### src/rtl/llc_mem_arbiter.sv
// llc_mem_arbiter: two-requester (I-side / D-side) cacheline arbiter in front
// of a single cacheline adaptor port. One transaction in flight at a time;
// the winner's command is latched on grant and replayed to memory until
// mmem_resp, followed by a one-cycle RECOVER gap.
// Optional feature macro: ARB_ROUND_ROBIN_EN (alternate on simultaneous
// requests). Without it, the D side has fixed priority.
module llc_mem_arbiter #(
  parameter int LINE_W = 256,
  parameter int ADDR_W = 32
) (
  input  logic              clk,
  input  logic              rst,
  input  logic              imem_read,
  input  logic              imem_write,
  input  logic [ADDR_W-1:0] imem_address,
  input  logic [LINE_W-1:0] imem_wdata,
  output logic [LINE_W-1:0] imem_rdata,
  output logic              imem_resp,
  input  logic              dmem_read,
  input  logic              dmem_write,
  input  logic [ADDR_W-1:0] dmem_address,
  input  logic [LINE_W-1:0] dmem_wdata,
  output logic [LINE_W-1:0] dmem_rdata,
  output logic              dmem_resp,
  output logic              mmem_read,
  output logic              mmem_write,
  output logic [ADDR_W-1:0] mmem_address,
  output logic [LINE_W-1:0] mmem_wdata,
  input  logic [LINE_W-1:0] mmem_rdata,
  input  logic              mmem_resp
);

  typedef enum logic [1:0] {
    IDLE    = 2'd0,
    GRANT_I = 2'd1,
    GRANT_D = 2'd2,
    RECOVER = 2'd3
  } state_t;

  state_t state;
  state_t state_next;

  logic              req_i;
  logic              req_d;
  logic              pick_d;
  logic              grant_now;
  logic              cmd_read;
  logic              cmd_write;
  logic [ADDR_W-1:0] addr_q;
  logic [LINE_W-1:0] wdata_q;
  logic [15:0]       icount;
  logic [15:0]       dcount;

  assign req_i     = imem_read | imem_write;
  assign req_d     = dmem_read | dmem_write;
  assign grant_now = (state == IDLE) && (req_i || req_d);

`ifdef ARB_ROUND_ROBIN_EN
  // last_grant: 0 = I side was granted last, 1 = D side
  logic last_grant;

  // On a tie the side that did not win last time takes the grant
  assign pick_d = req_d & (~req_i | ~last_grant);

  // Remember which side won each grant
  always_ff @(posedge clk) begin
    if (rst)
      last_grant <= 1'b0;
    else if (grant_now)
      last_grant <= pick_d;
  end
`else
  // D side always wins a tie
  assign pick_d = req_d;
`endif

  // State register
  always_ff @(posedge clk) begin
    if (rst)
      state <= IDLE;
    else
      state <= state_next;
  end

  // Next-state decode: arbitrate in IDLE, wait for resp, one recovery cycle
  always_comb begin
    state_next = state;
    case (state)
      IDLE: begin
        if (req_i || req_d)
          state_next = pick_d ? GRANT_D : GRANT_I;
      end
      GRANT_I, GRANT_D: begin
        if (mmem_resp)
          state_next = RECOVER;
      end
      RECOVER: state_next = IDLE;
      default: state_next = IDLE;
    endcase
  end

  // Latch the winner's command on grant; drop the command when memory answers
  always_ff @(posedge clk) begin
    if (rst) begin
      cmd_read  <= 1'b0;
      cmd_write <= 1'b0;
      addr_q    <= '0;
      wdata_q   <= '0;
    end else if (grant_now) begin
      addr_q  <= pick_d ? dmem_address : imem_address;
      wdata_q <= pick_d ? dmem_wdata : imem_wdata;
      // a simultaneous read+write is treated purely as a write
      cmd_write <= pick_d ? dmem_write : imem_write;
      cmd_read  <= pick_d ? (dmem_read & ~dmem_write) : (imem_read & ~imem_write);
    end else if ((state == GRANT_I || state == GRANT_D) && mmem_resp) begin
      cmd_read  <= 1'b0;
      cmd_write <= 1'b0;
    end
  end

  assign mmem_read    = cmd_read;
  assign mmem_write   = cmd_write;
  assign mmem_address = addr_q;
  assign mmem_wdata   = wdata_q;

  // Completion is passed straight through to the granted side; a reset in the
  // same cycle suppresses it so an abandoned transaction never completes
  assign imem_resp  = (state == GRANT_I) && mmem_resp && !rst;
  assign dmem_resp  = (state == GRANT_D) && mmem_resp && !rst;
  assign imem_rdata = mmem_rdata;
  assign dmem_rdata = mmem_rdata;

  // Saturating per-side completion counters
  always_ff @(posedge clk) begin
    if (rst) begin
      icount <= 16'd0;
      dcount <= 16'd0;
    end else begin
      if (imem_resp && icount != 16'hFFFF)
        icount <= icount + 16'd1;
      if (dmem_resp && dcount != 16'hFFFF)
        dcount <= dcount + 16'd1;
    end
  end

endmodule

### config.mk
export PLATFORM = sky130hd
export DESIGN_NAME = llc_mem_arbiter
export DESIGN_NICKNAME = d
export VERILOG_FILES = /design/src/rtl/llc_mem_arbiter.sv
export SDC_FILE = /design/constraint.sdc
export NUM_CORES = 1
export LEC_CHECK = 0
export CORE_AREA = 2 2 648 650
export DETAILED_ROUTE_END_ITERATION = 6
export DIE_AREA = 0 0 650 652
export HOLD_SLACK_MARGIN = 0.08
export SETUP_SLACK_MARGIN = 0.1
export SLEW_MARGIN = 20
export SYNTH_ARGS = -nofsm -noshare
export SYNTH_HDL_FRONTEND = slang
export SYNTH_SLANG_ARGS = --single-unit
### constraint.sdc
create_clock -name clk -period 3.8 [get_ports clk]
set_clock_uncertainty 0.15 [all_clocks]
set_input_delay 0.38 -clock clk [delete_from_list [all_inputs] [get_ports clk]]
set_output_delay 0.38 -clock clk [all_outputs]
set_load 0.01 [all_outputs]
Word level (Yosys, flattened, before mapping)
Cells that the tools add are included. W data, S select, Z words.

Register bits: 292. Bits in latches: 0. Bits in writable memories: 0. Bits in read-only memories: 0. Input bits: 839. Output and inout bits: 804. Logic and storage cells: 40. Memories: 0.

Add/sub/neg operators: 0. $mul: 0. Div/mod/pow operators: 0. $lt $le $gt $ge: 0. Eq/ne operators: 5. Shift-type cells: 0. Muxes and demuxes: 11. Bitwise operators: 6. Reduce and logical (&&, ||, !) cells: 13.

Operators with widths (count): $mux W256 (1); $mux W32 (1); $logic_and A1 B1 Y1 (6); $mux W2 (3); $pmux W2 S3 (1); $mux W1 (5); $eq A2 B2 Y1 const B (2); $and A1 B1 Y1 (2); $eq A2 B1 Y1 const B (1); $logic_not A2 Y1 (1); $logic_or A1 B1 Y1 (2); $ne A2 B1 Y1 const B (1); $ne A2 B2 Y1 const B (1); $not A1 Y1 (2); $or A1 B1 Y1 (2); $reduce_and A2 Y1 (1); $reduce_bool A2 Y1 (1); $reduce_or A2 Y1 (1); $logic_not A1 Y1 (1).

Logic depth before layout (Yosys ltp)
Gate-level depths: netlist of the first run.

Word-level depth: 5. Gate-level depth with buffers: 8. Depth with buffers taken out: 5.

Worst setup path after synthesis of the first run
OpenSTA, ideal clock, no wires.

Path kind: reg2reg. From: reg state[0]. To: reg wdata_q[100], in the netlist mmem_wdata[100]. Library setup time: 89 ps. Arrival: 1507 ps. Setup slack: 2055 ps. Stages on the path, launching flop included: 9. Path buffers: 3. Path through: dfxtp_1 inv_1 ha_1 o41a_1 buf_4 buf_2 buf_2 nor2_1 a311oi_2.

Word-level cells in the longest chain between the ends: 2.

Ends and longest elaborated chain: from (decl) (line 40) `state_t state;`; from (signal assigned) (line 82) `state <= state_next;`; $logic_not A2 Y1 (line 56) `assign grant_now = (state == IDLE) && (req_i || req_d);`; $logic_and A1 B1 Y1 (line 56); to (signal assigned) (line 111) `wdata_q <= pick_d ? dmem_wdata : imem_wdata;`; to (decl) (line 50) `logic [LINE_W-1:0] wdata_q;`.

Every way passes these cells. A chain may end at the register's enable or synchronous reset.

Worst setup path after layout of the first run
From: reg state[1]. To: reg wdata_q[43], in the netlist mmem_wdata[43].

Same word-level chain as after synthesis.

==> results.json, run 1 <==
{
  "crit_buf_inv": 3,
  "nets": 3592,
  "synth.area.top_cells": "dfxtp_1 32%, a311oi_2 23%, buf_4 21%",
  "rsz0062_at_grt": "false",
  "syn2layout_area_growth_pct": 88.0,
  "port-buffer-count": 874,
  "grt_overflow_total": 0,
  "layout-drive-gt1-share": 0.138,
  "slew_violations": 0,
  "clockPowerShare": 0.205,
  "antenna_found_initial": 115,
  "hpwl_mm": 252,
  "p_int_uw": 11700,
  "critPathArrivalTime_ns": 3.81,
  "fin_util": 0.0829,
  "clk_pin_slew_worst_paths_ns": 0.07,
  "setup_violations": 0,
  "synth.distinct_cells": 26,
  "setup_tns_ns": 0,
  "htreeDepth": 2,
  "p_leak_uw": 0.0108,
  "hold_viol_final": 0,
  "wl_per_cell_um": 33.4,
  "place_area_um2": 29600,
  "p_seq_frac": 0.236,
  "period_needed_ns": 3.33,
  "clock_latency_ns": 0.69,
  "drcViolationCount": 0,
  "cap_violations": 0,
  "swShare": 0.462,
  "fp.dieH_um": 652,
  "post_cts_buffers": 0,
  "syn_nets": 2991,
  "worstPathRequired_ns": 4.28,
  "avgViaCountPerCell": 2.31,
  "grt_pass1_vias": 18200,
  "fin_area_um2": 34500,
  "syn-instance-count": 2148,
  "wl_mm": 279,
  "cp_cell_sequence": "inv_1, ha_1, o41a_2, buf_12, nor2_1, a311oi_2, dlygate4sd3_1",
  "synth_top_area_cell": "dfxtp_1",
  "numClockSinks": 292,
  "ys_seq_area_frac": 0.319,
  "synth.top_cell.area_share": 0.319,
  "ys_warn_count": 0,
  "worst_pin_slew_ns": 1.22,
  "worstHoldPathType": "primary input to flip-flop",
  "cpMaxStageDelayCell": "buf_12",
  "period_share": 0.877,
  "first_pass_iters": 6,
  "cp-end-kind": "flip-flop",
  "grt_max_degree": 186,
  "crit_family": "buffers and inverters",
  "multi_input_area_um2": 7730,
  "grt_pass1_wl_mm": 320,
  "p_switching_uw": 10100,
  "place.gp.congestion": 0.901,
  "max-slew-margin-rel": 0.186,
  "power_density_nw_per_um2": 632,
  "drt_iter0_drc": 1561,
  "crit_fanout": 185,
  "ys_ff_latch": 292,
  "ant_nets": 0,
  "crit_path_start_kind": "flip-flop",
  "p_comb_frac": 0.560,
  "outcome": "completed",
  "core_um2": 416000,
  "fp.dieW_um": 650,
  "vias": 19200,
  "num_rows": 237,
  "cts_made_buffers": 44,
  "grt_usage": 0.126,
  "cpPeakStageDelay_ns": 0.76,
  "clockRootBuffer": "clkbuf_16",
  "die_area_um2": 424000,
  "initial_core_util": 0.0441,
  "seq_area_um2": 5850,
  "fillCellCount": 48400,
  "clock_path_buffers": 3,
  "ir_drop_v": 0.000647,
  "pin_count": 1643,
  "synth_area_um2": 18300,
  "fmax_ghz": 0.300,
  "critPathKind": "flip-flop to flip-flop",
  "cts_tree": "yes",
  "synth_area_per_cell_um2": 8.54
}
area by class of cell:
| cell class | instances | share of cell area |
|---|---|---|
| Antenna cell | 63 | 0.00457 |
| Clock buffer | 56 | 0.0347 |
| Clock inverter | 22 | 0.00773 |
| Inverter | 4 | 0.000435 |
| Multi-Input combinational cell | 1179 | 0.224 |
| Sequential cell | 292 | 0.169 |
| Tap cell | 5497 | 0.199 |
| Timing Repair Buffer | 1228 | 0.360 |
synth_stat cells:
cell and instances:
buf_2 44, a21o_1 1, inv_1 4, nor3b_1 2, nand2b_1 2, a211o_1 1, clkbuf_1 77, buf_6 33
a311oi_2 280, o41a_1 1, nand2_1 578, nor4_1 1, mux2i_1 1, ha_1 4, dfxtp_1 292, a21oi_1 2
a311oi_1 8, a22o_1 1, a211oi_1 1, nor2_1 290, a222oi_1 1, buf_1 3, or2_2 1, nand3_1 3
o41ai_1 1, buf_4 516
per-layer routing:
metal | routed length (um) | global-route usage
met5 | 1530 | 0.0230
met1 | 71700 | 0.0929
met3 | 57900 | 0.121
met4 | 14900 | 0.0578
met2 | 133000 | 0.213
tightest hold or removal path, delay by kind of cell:
kind | cells | cell delay [ns]
AOI/OAI and AO/OA | 1 | 0.09
buffers and inverters | 1 | 0.40
and+or+nand+nor | 1 | 0.07
power groups by stage:
stage / clock, uW / combinational, uW / sequential (uW)
2_1_floorplan: 0 / 5030 / 5520
3_3_place_gp: 0 / 11600 / 5150
3_5_place_dp: 0 / 11700 / 5190
4_1_cts: 4660 / 12600 / 5140
5_1_grt: 4720 / 13100 / 5260
6_report: 4460 / 12200 / 5140
registers in the layout, indices dropped and copies added, names as in the netlist:
| signal | count |
|---|---|
| state | 2 |
| mmem_address | 32 |
| mmem_read | 1 |
| mmem_wdata | 256 |
| mmem_write | 1 |
through the flow:
step	hold WS (ns)	total power (uW)	worst slack (ns)	cells
floorplan	0.319	10500	2.05	2148
global placement	0.313	16800	0.718	7872
detailed placement	0.322	16800	0.649	7872
CTS	0.0802	22400	0.536	8278
global route	0.106	23000	0.279	8318
finish	0.138	21800	0.468	8341
cells in the final DEF, fill, tap and decap left out, types with 5 or more instances in the layout:
cell	synthesis	layout
clkinv_2	0	5
a311oi_1	8	8
diode_2	0	63
inv_6	0	6
a311oi_2	280	280
nand2_1	578	578
buf_4	516	14
clkbuf_1	77	7
clkdlybuf4s50_1	0	871
buf_12	0	14
clkbuf_16	0	44
dlygate4sd3_1	0	328
nor2_1	290	289
dfxtp_1	292	292
clkbuf_8	0	5
clkinvlp_4	0	5
what timing repair did:
item                      in CTS  in global routing
hold buffers                 328                  0
hold endpoints to repair     214                  0
resized for setup              0                  0
cell families (layout without fill, tap and decap cells):
logic type      count (synthesis)  after routing  synth area share
compound gates                297            297             0.237
fa+ha+maj                       4              4           0.00273
buf+inv                       677           1310             0.261
flops                         292            292             0.319
mux                             1              1          0.000546
other cells                     0             63                 0
simple gates                  877            877             0.181
final timing paths:
kind / from / end / slack (ns) / depth (start not counted)
worst max-delay path: state[1]$_SDFFE_PP0P_ / mmem_wdata[43]$_SDFFE_PP0P_ / 0.47 / 7
worst min-delay path: dmem_wdata[131] / mmem_wdata[131]$_SDFFE_PP0P_ / 0.14 / 3
worst max register to register: state[1]$_SDFFE_PP0P_ / mmem_wdata[43]$_SDFFE_PP0P_ / 0.47 / 7
worst min register to register: mmem_read$_SDFFE_PP0P_ / mmem_read$_SDFFE_PP0P_ / 0.33 / 2
(Power assumes the default switching activity.)
==> inputs of run 2 (changes only) <==
--- a/config.mk
+++ b/config.mk
@@ -11,2 +11,3 @@
 export HOLD_SLACK_MARGIN = 0.08
+export PLACE_DENSITY = 0.3
 export SETUP_SLACK_MARGIN = 0.1
==> constraint.sdc (replaced) <==
create_clock -name clk -period 3.8 [get_ports clk]
set_clock_uncertainty 0.15 [all_clocks]
set_input_delay 0.57 -clock clk [delete_from_list [all_inputs] [get_ports clk]]
set_output_delay 0.57 -clock clk [all_outputs]
set_load 0.01 [all_outputs]
==> results.json, run 2 (synthesis gave the netlist of run 1 again) <==
{
  "avgViaCountPerCell": 2.13,
  "first_pass_iters": 7,
  "num_rows": 237,
  "htreeDepth": 2,
  "layout-drive-gt1-share": 0.167,
  "cpMaxStageDelayCell": "clkdlybuf4s50_1",
  "wl_per_cell_um": 29.8,
  "numClockSinks": 292,
  "cp_cell_sequence": "clkdlybuf4s50_1",
  "cts_made_buffers": 48,
  "drcViolationCount": 0,
  "clk_pin_slew_worst_paths_ns": 0.07,
  "crit_buf_inv": 1,
  "clock_path_buffers": 3,
  "fmax_ghz": 0.319,
  "worst_pin_slew_ns": 1.13,
  "grt_overflow_total": 0,
  "reg2reg_to": "mmem_wdata[121]$_SDFFE_PP0P_",
  "hpwl_mm": 213,
  "critPathKind": "flip-flop to output port",
  "r2r_setup_slack_ns": 1.39,
  "grt_max_degree": 111,
  "post_cts_buffers": 0,
  "vias": 16900,
  "layout_commonest_cell": "clkdlybuf4s50_1",
  "crit_path_start_kind": "flip-flop",
  "period_needed_ns": 3.13,
  "clockRootBuffer": "clkbuf_16",
  "power_density_nw_per_um2": 677,
  "regToRegStartpoint": "state[0]$_SDFFE_PP0P_",
  "place.gp.congestion": 0.813,
  "die_area_um2": 424000,
  "cts_resized": 0,
  "hold_viol_final": 0,
  "rsz0062_at_grt": "false",
  "fp.dieH_um": 652,
  "most-common-layout-cells": "859 x clkdlybuf4s50_1, 578 x nand2_1, 292 x dfxtp_1",
  "hold_path_end": "mmem_wdata[56]$_SDFFE_PP0P_",
  "holdWs_ns": 0.220,
  "crit_fanout": 2,
  "p_leak_uw": 0.00946,
  "min_delay_path_depth": 2,
  "period_share": 0.824,
  "fp.dieW_um": 650,
  "ir_drop_v": 0.000540,
  "critPathArrivalTime_ns": 2.41,
  "slew_violations": 0,
  "largest_register_ffs": 256,
  "crit_family": "buffers and inverters",
  "setup_tns_ns": 0,
  "antenna_found_initial": 30,
  "cpPeakStageDelay_ns": 0.92,
  "outcome": "completed",
  "cts_tree": "yes",
  "core_um2": 416000,
  "p_total_uw": 21200,
  "grt_pass1_vias": 17600,
  "grt_pass1_wl_mm": 280,
  "grt_usage": 0.108,
  "r2r_cells": 7,
  "ant_nets": 0,
  "initial_core_util": 0.0441,
  "min_from": "rst",
  "cp-end-kind": "output port",
  "worstHoldPathType": "primary input to flip-flop",
  "cap_violations": 0,
  "drt_iter0_drc": 895,
  "max-slew-margin-rel": 0.245,
  "port-buffer-count": 874,
  "setup_violations": 0,
  "nets": 3281,
  "worstPathRequired_ns": 3.08,
  "fillCellCount": 48600,
  "clock_latency_ns": 0.66,
  "syn2layout_area_growth_pct": 70.6,
  "wl_mm": 237,
  "ctsHoldBuffers": 0,
  "pin_count": 1643
}
[run 2: worst max-delay path by stage]
| stage | start | to | slack (ns) | cells after the start |
|---|---|---|---|---|
| 5_1_grt | mmem_wdata[219]$_SDFFE_PP0P_ | mmem_wdata[219] | 0.60 | 1 |
| 6_report | mmem_wdata[219]$_SDFFE_PP0P_ | mmem_wdata[219] | 0.67 | 1 |
| 3_3_place_gp | dmem_write | mmem_wdata[219]$_SDFFE_PP0P_ | 0.63 | 5 |
| 2_1_floorplan | rst | dmem_resp | 1.78 | 3 |
| 4_1_cts | mmem_wdata[219]$_SDFFE_PP0P_ | mmem_wdata[219] | 0.52 | 1 |
| 3_5_place_dp | dmem_write | mmem_wdata[219]$_SDFFE_PP0P_ | 0.60 | 5 |
[run 2: cell type report]
| class | count | area (um2) | area share |
|---|---|---|---|
| Tap cell | 5497 | 6880 | 0.220 |
| Sequential cell | 292 | 5850 | 0.187 |
| Inverter | 4 | 15.0 | 0.000480 |
| Timing Repair Buffer | 913 | 9200 | 0.294 |
| Clock inverter | 17 | 231 | 0.00739 |
| Multi-Input combinational cell | 1179 | 7730 | 0.247 |
| Antenna cell | 3 | 7.51 | 0.000240 |
| Clock buffer | 69 | 1400 | 0.0447 |
[run 2: per-layer routing]
metal  vias up  GRT usage  routed length [um]
li1       7336          -                   -
met1      8051     0.0796               61300
met2      1280      0.194              121000
met3       264     0.0956               45000
met4        18     0.0400                9770
met5         -    0.00939                 583
[run 2: power by group]
part	internal [uW]	switching (uW)	total, uW
clock	2770	2060	4830
combinational	4260	6780	11000
sequential	4310	1010	5320
[run 2: metrics by stage]
stage / worst slack [ns] / instances / cell area [um2] / util
floorplan: 1.78 / 2148 / 18300 / -
global placement: 0.632 / 7885 / 29700 / 0.0713
detailed placement: 0.599 / 7885 / 29700 / 0.0713
CTS: 0.516 / 7971 / 31300 / 0.0752
global route: 0.596 / 7974 / 31300 / 0.0752
finish: 0.669 / 7974 / 31300 / 0.0752
==> inputs of run 3 (changes only) <==
CORE_AREA = 2 2 639 641   (was 2 2 648 650)
DIE_AREA = 0 0 641 643   (was 0 0 650 652)
clock period = 3.3 ns   (was 3.8 ns; I/O delays follow)
==> results.json, run 3 (synthesis gave the netlist of run 1 again) <==
{
  "outcome": "complete, but fails checks",
  "violations": "design-rule violations",
  "ant_nets": 0,
  "critPathKind": "flip-flop to output port",
  "cts_made_buffers": 46,
  "ctsHoldBuffers": 0,
  "finalNonFillerCells": 7932,
  "r2r_setup_slack_ns": 0.77,
  "htreeDepth": 2,
  "clk_pin_slew_worst_paths_ns": 0.05,
  "place_inst": 7828,
  "crit_family": "buffers and inverters",
  "worst_pin_slew_ns": 0.856,
  "port-buffer-count": 874,
  "core_um2": 405000,
  "seq_area_um2": 5850,
  "grt_pass1_wl_mm": 268,
  "grt_usage": 0.106,
  "syn2layout_area_growth_pct": 71.0,
  "grt_pass1_vias": 17600,
  "cp_cell_sequence": "clkdlybuf4s50_1",
  "ir_drop_v": 0.000445,
  "worstHoldPathType": "primary input to flip-flop",
  "p_leak_uw": 0.00959,
  "wl_per_cell_um": 28.7,
  "fp.dieH_um": 643,
  "drcViolationCount": 5,
  "layout-drive-gt1-share": 0.180,
  "fp.dieW_um": 641,
  "avgViaCountPerCell": 2.16,
  "power_density_nw_per_um2": 773,
  "hold_viol_final": 0,
  "first_pass_iters": 7,
  "antenna_found_initial": 30,
  "crit_fanout": 2,
  "period_needed_ns": 2.84,
  "clockRootBuffer": "clkbuf_16",
  "most-common-layout-cells": "832 x clkdlybuf4s50_1, 578 x nand2_1, 292 x dfxtp_1",
  "crit_path_start_kind": "flip-flop",
  "die_area_um2": 412000,
  "initial_core_util": 0.0453,
  "setup_violations": 0,
  "grt_max_degree": 92,
  "cpPeakStageDelay_ns": 1.08,
  "cts_resized": 0,
  "wl_mm": 227,
  "nets": 3291,
  "setup_tns_ns": 0,
  "pin_count": 1643,
  "vias": 17100,
  "worst_slack_ns": 0.461,
  "period_share": 0.860,
  "cpMaxStageDelayCell": "clkdlybuf4s50_1",
  "crit_buf_inv": 1,
  "num_rows": 234,
  "rsz0062_at_grt": "false",
  "fmax_ghz": 0.352,
  "hpwl_mm": 204,
  "critPathArrivalTime_ns": 2.19,
  "cp-end-kind": "output port",
  "dpl_worst_slack_ns": 0.492,
  "post_cts_buffers": 0,
  "max-slew-margin-rel": 0.428,
  "layout_commonest_cell": "clkdlybuf4s50_1",
  "cts_tree": "yes",
  "largest_register_ffs": 256,
  "clock_latency_ns": 0.67,
  "grt_overflow_total": 0,
  "drt_iter0_drc": 1013,
  "cap_violations": 0,
  "fillCellCount": 47500,
  "worstPathRequired_ns": 2.65,
  "clock_path_buffers": 3,
  "numClockSinks": 292,
  "place.gp.congestion": 0.822,
  "slew_violations": 0,
  "multi_input_area_um2": 7740
}
==> run 3: cell types whose count changed in the layout (fill, tap and decap cells not counted), sizes merged, moves of 2 or more <==
cell | before | now
clkinvlp | 2 | 0
diode | 3 | 20
buf | 54 | 93
clkinv | 10 | 8
clkdlybuf4s50 | 859 | 832
bufinv | 3 | 6
==> run 3: worst paths after layout <==
path	endpoint	start	cells past startpoint
min reg2reg	mmem_write$_SDFFE_PP0P_	mmem_write$_SDFFE_PP0P_	2
max reg2reg	mmem_wdata[227]$_SDFFE_PP0P_	state[0]$_SDFFE_PP0P_	8
max	mmem_wdata[196]	mmem_wdata[196]$_SDFFE_PP0P_	1
min	mmem_address[6]$_SDFFE_PP0P_	dmem_address[6]	3
==> run 3: power breakdown <==
group	internal, uW	total, uW	switching, uW
logic	5060	12800	7700
clock network	3230	5390	2160
registers	4960	6110	1150
==> run 3: area by class of cell <==
type	instances	area share
repair buffers	925	0.298
multi-input cells	1179	0.247
well taps	5428	0.216
flip-flops and latches	292	0.186
clock buffers	68	0.0419
clock inverters	16	0.00873
diodes	20	0.00160
inverters	4	0.000479
==> run 3: per-stage QoR <==
step	hold slack, ns	area, um2	power [uW]	util
after floorplan	0.319	18300	12100	-
after global placement	0.327	29700	19700	0.0734
after detailed placement	0.325	29700	19800	0.0734
after CTS	0.138	31300	25500	0.0773
after global routing	0.204	31400	26000	0.0774
final	0.254	31400	24300	0.0774
==> run 3: routing by layer <==
metal / global-route usage / wire, um / up-vias
met3: 0.0846 / 39200 / 276
met2: 0.200 / 121000 / 1357
li1: - / - / 7368
met1: 0.0776 / 58300 / 8113
met4: 0.0361 / 8760 / 14
met5: 0.0106 / 556 / -
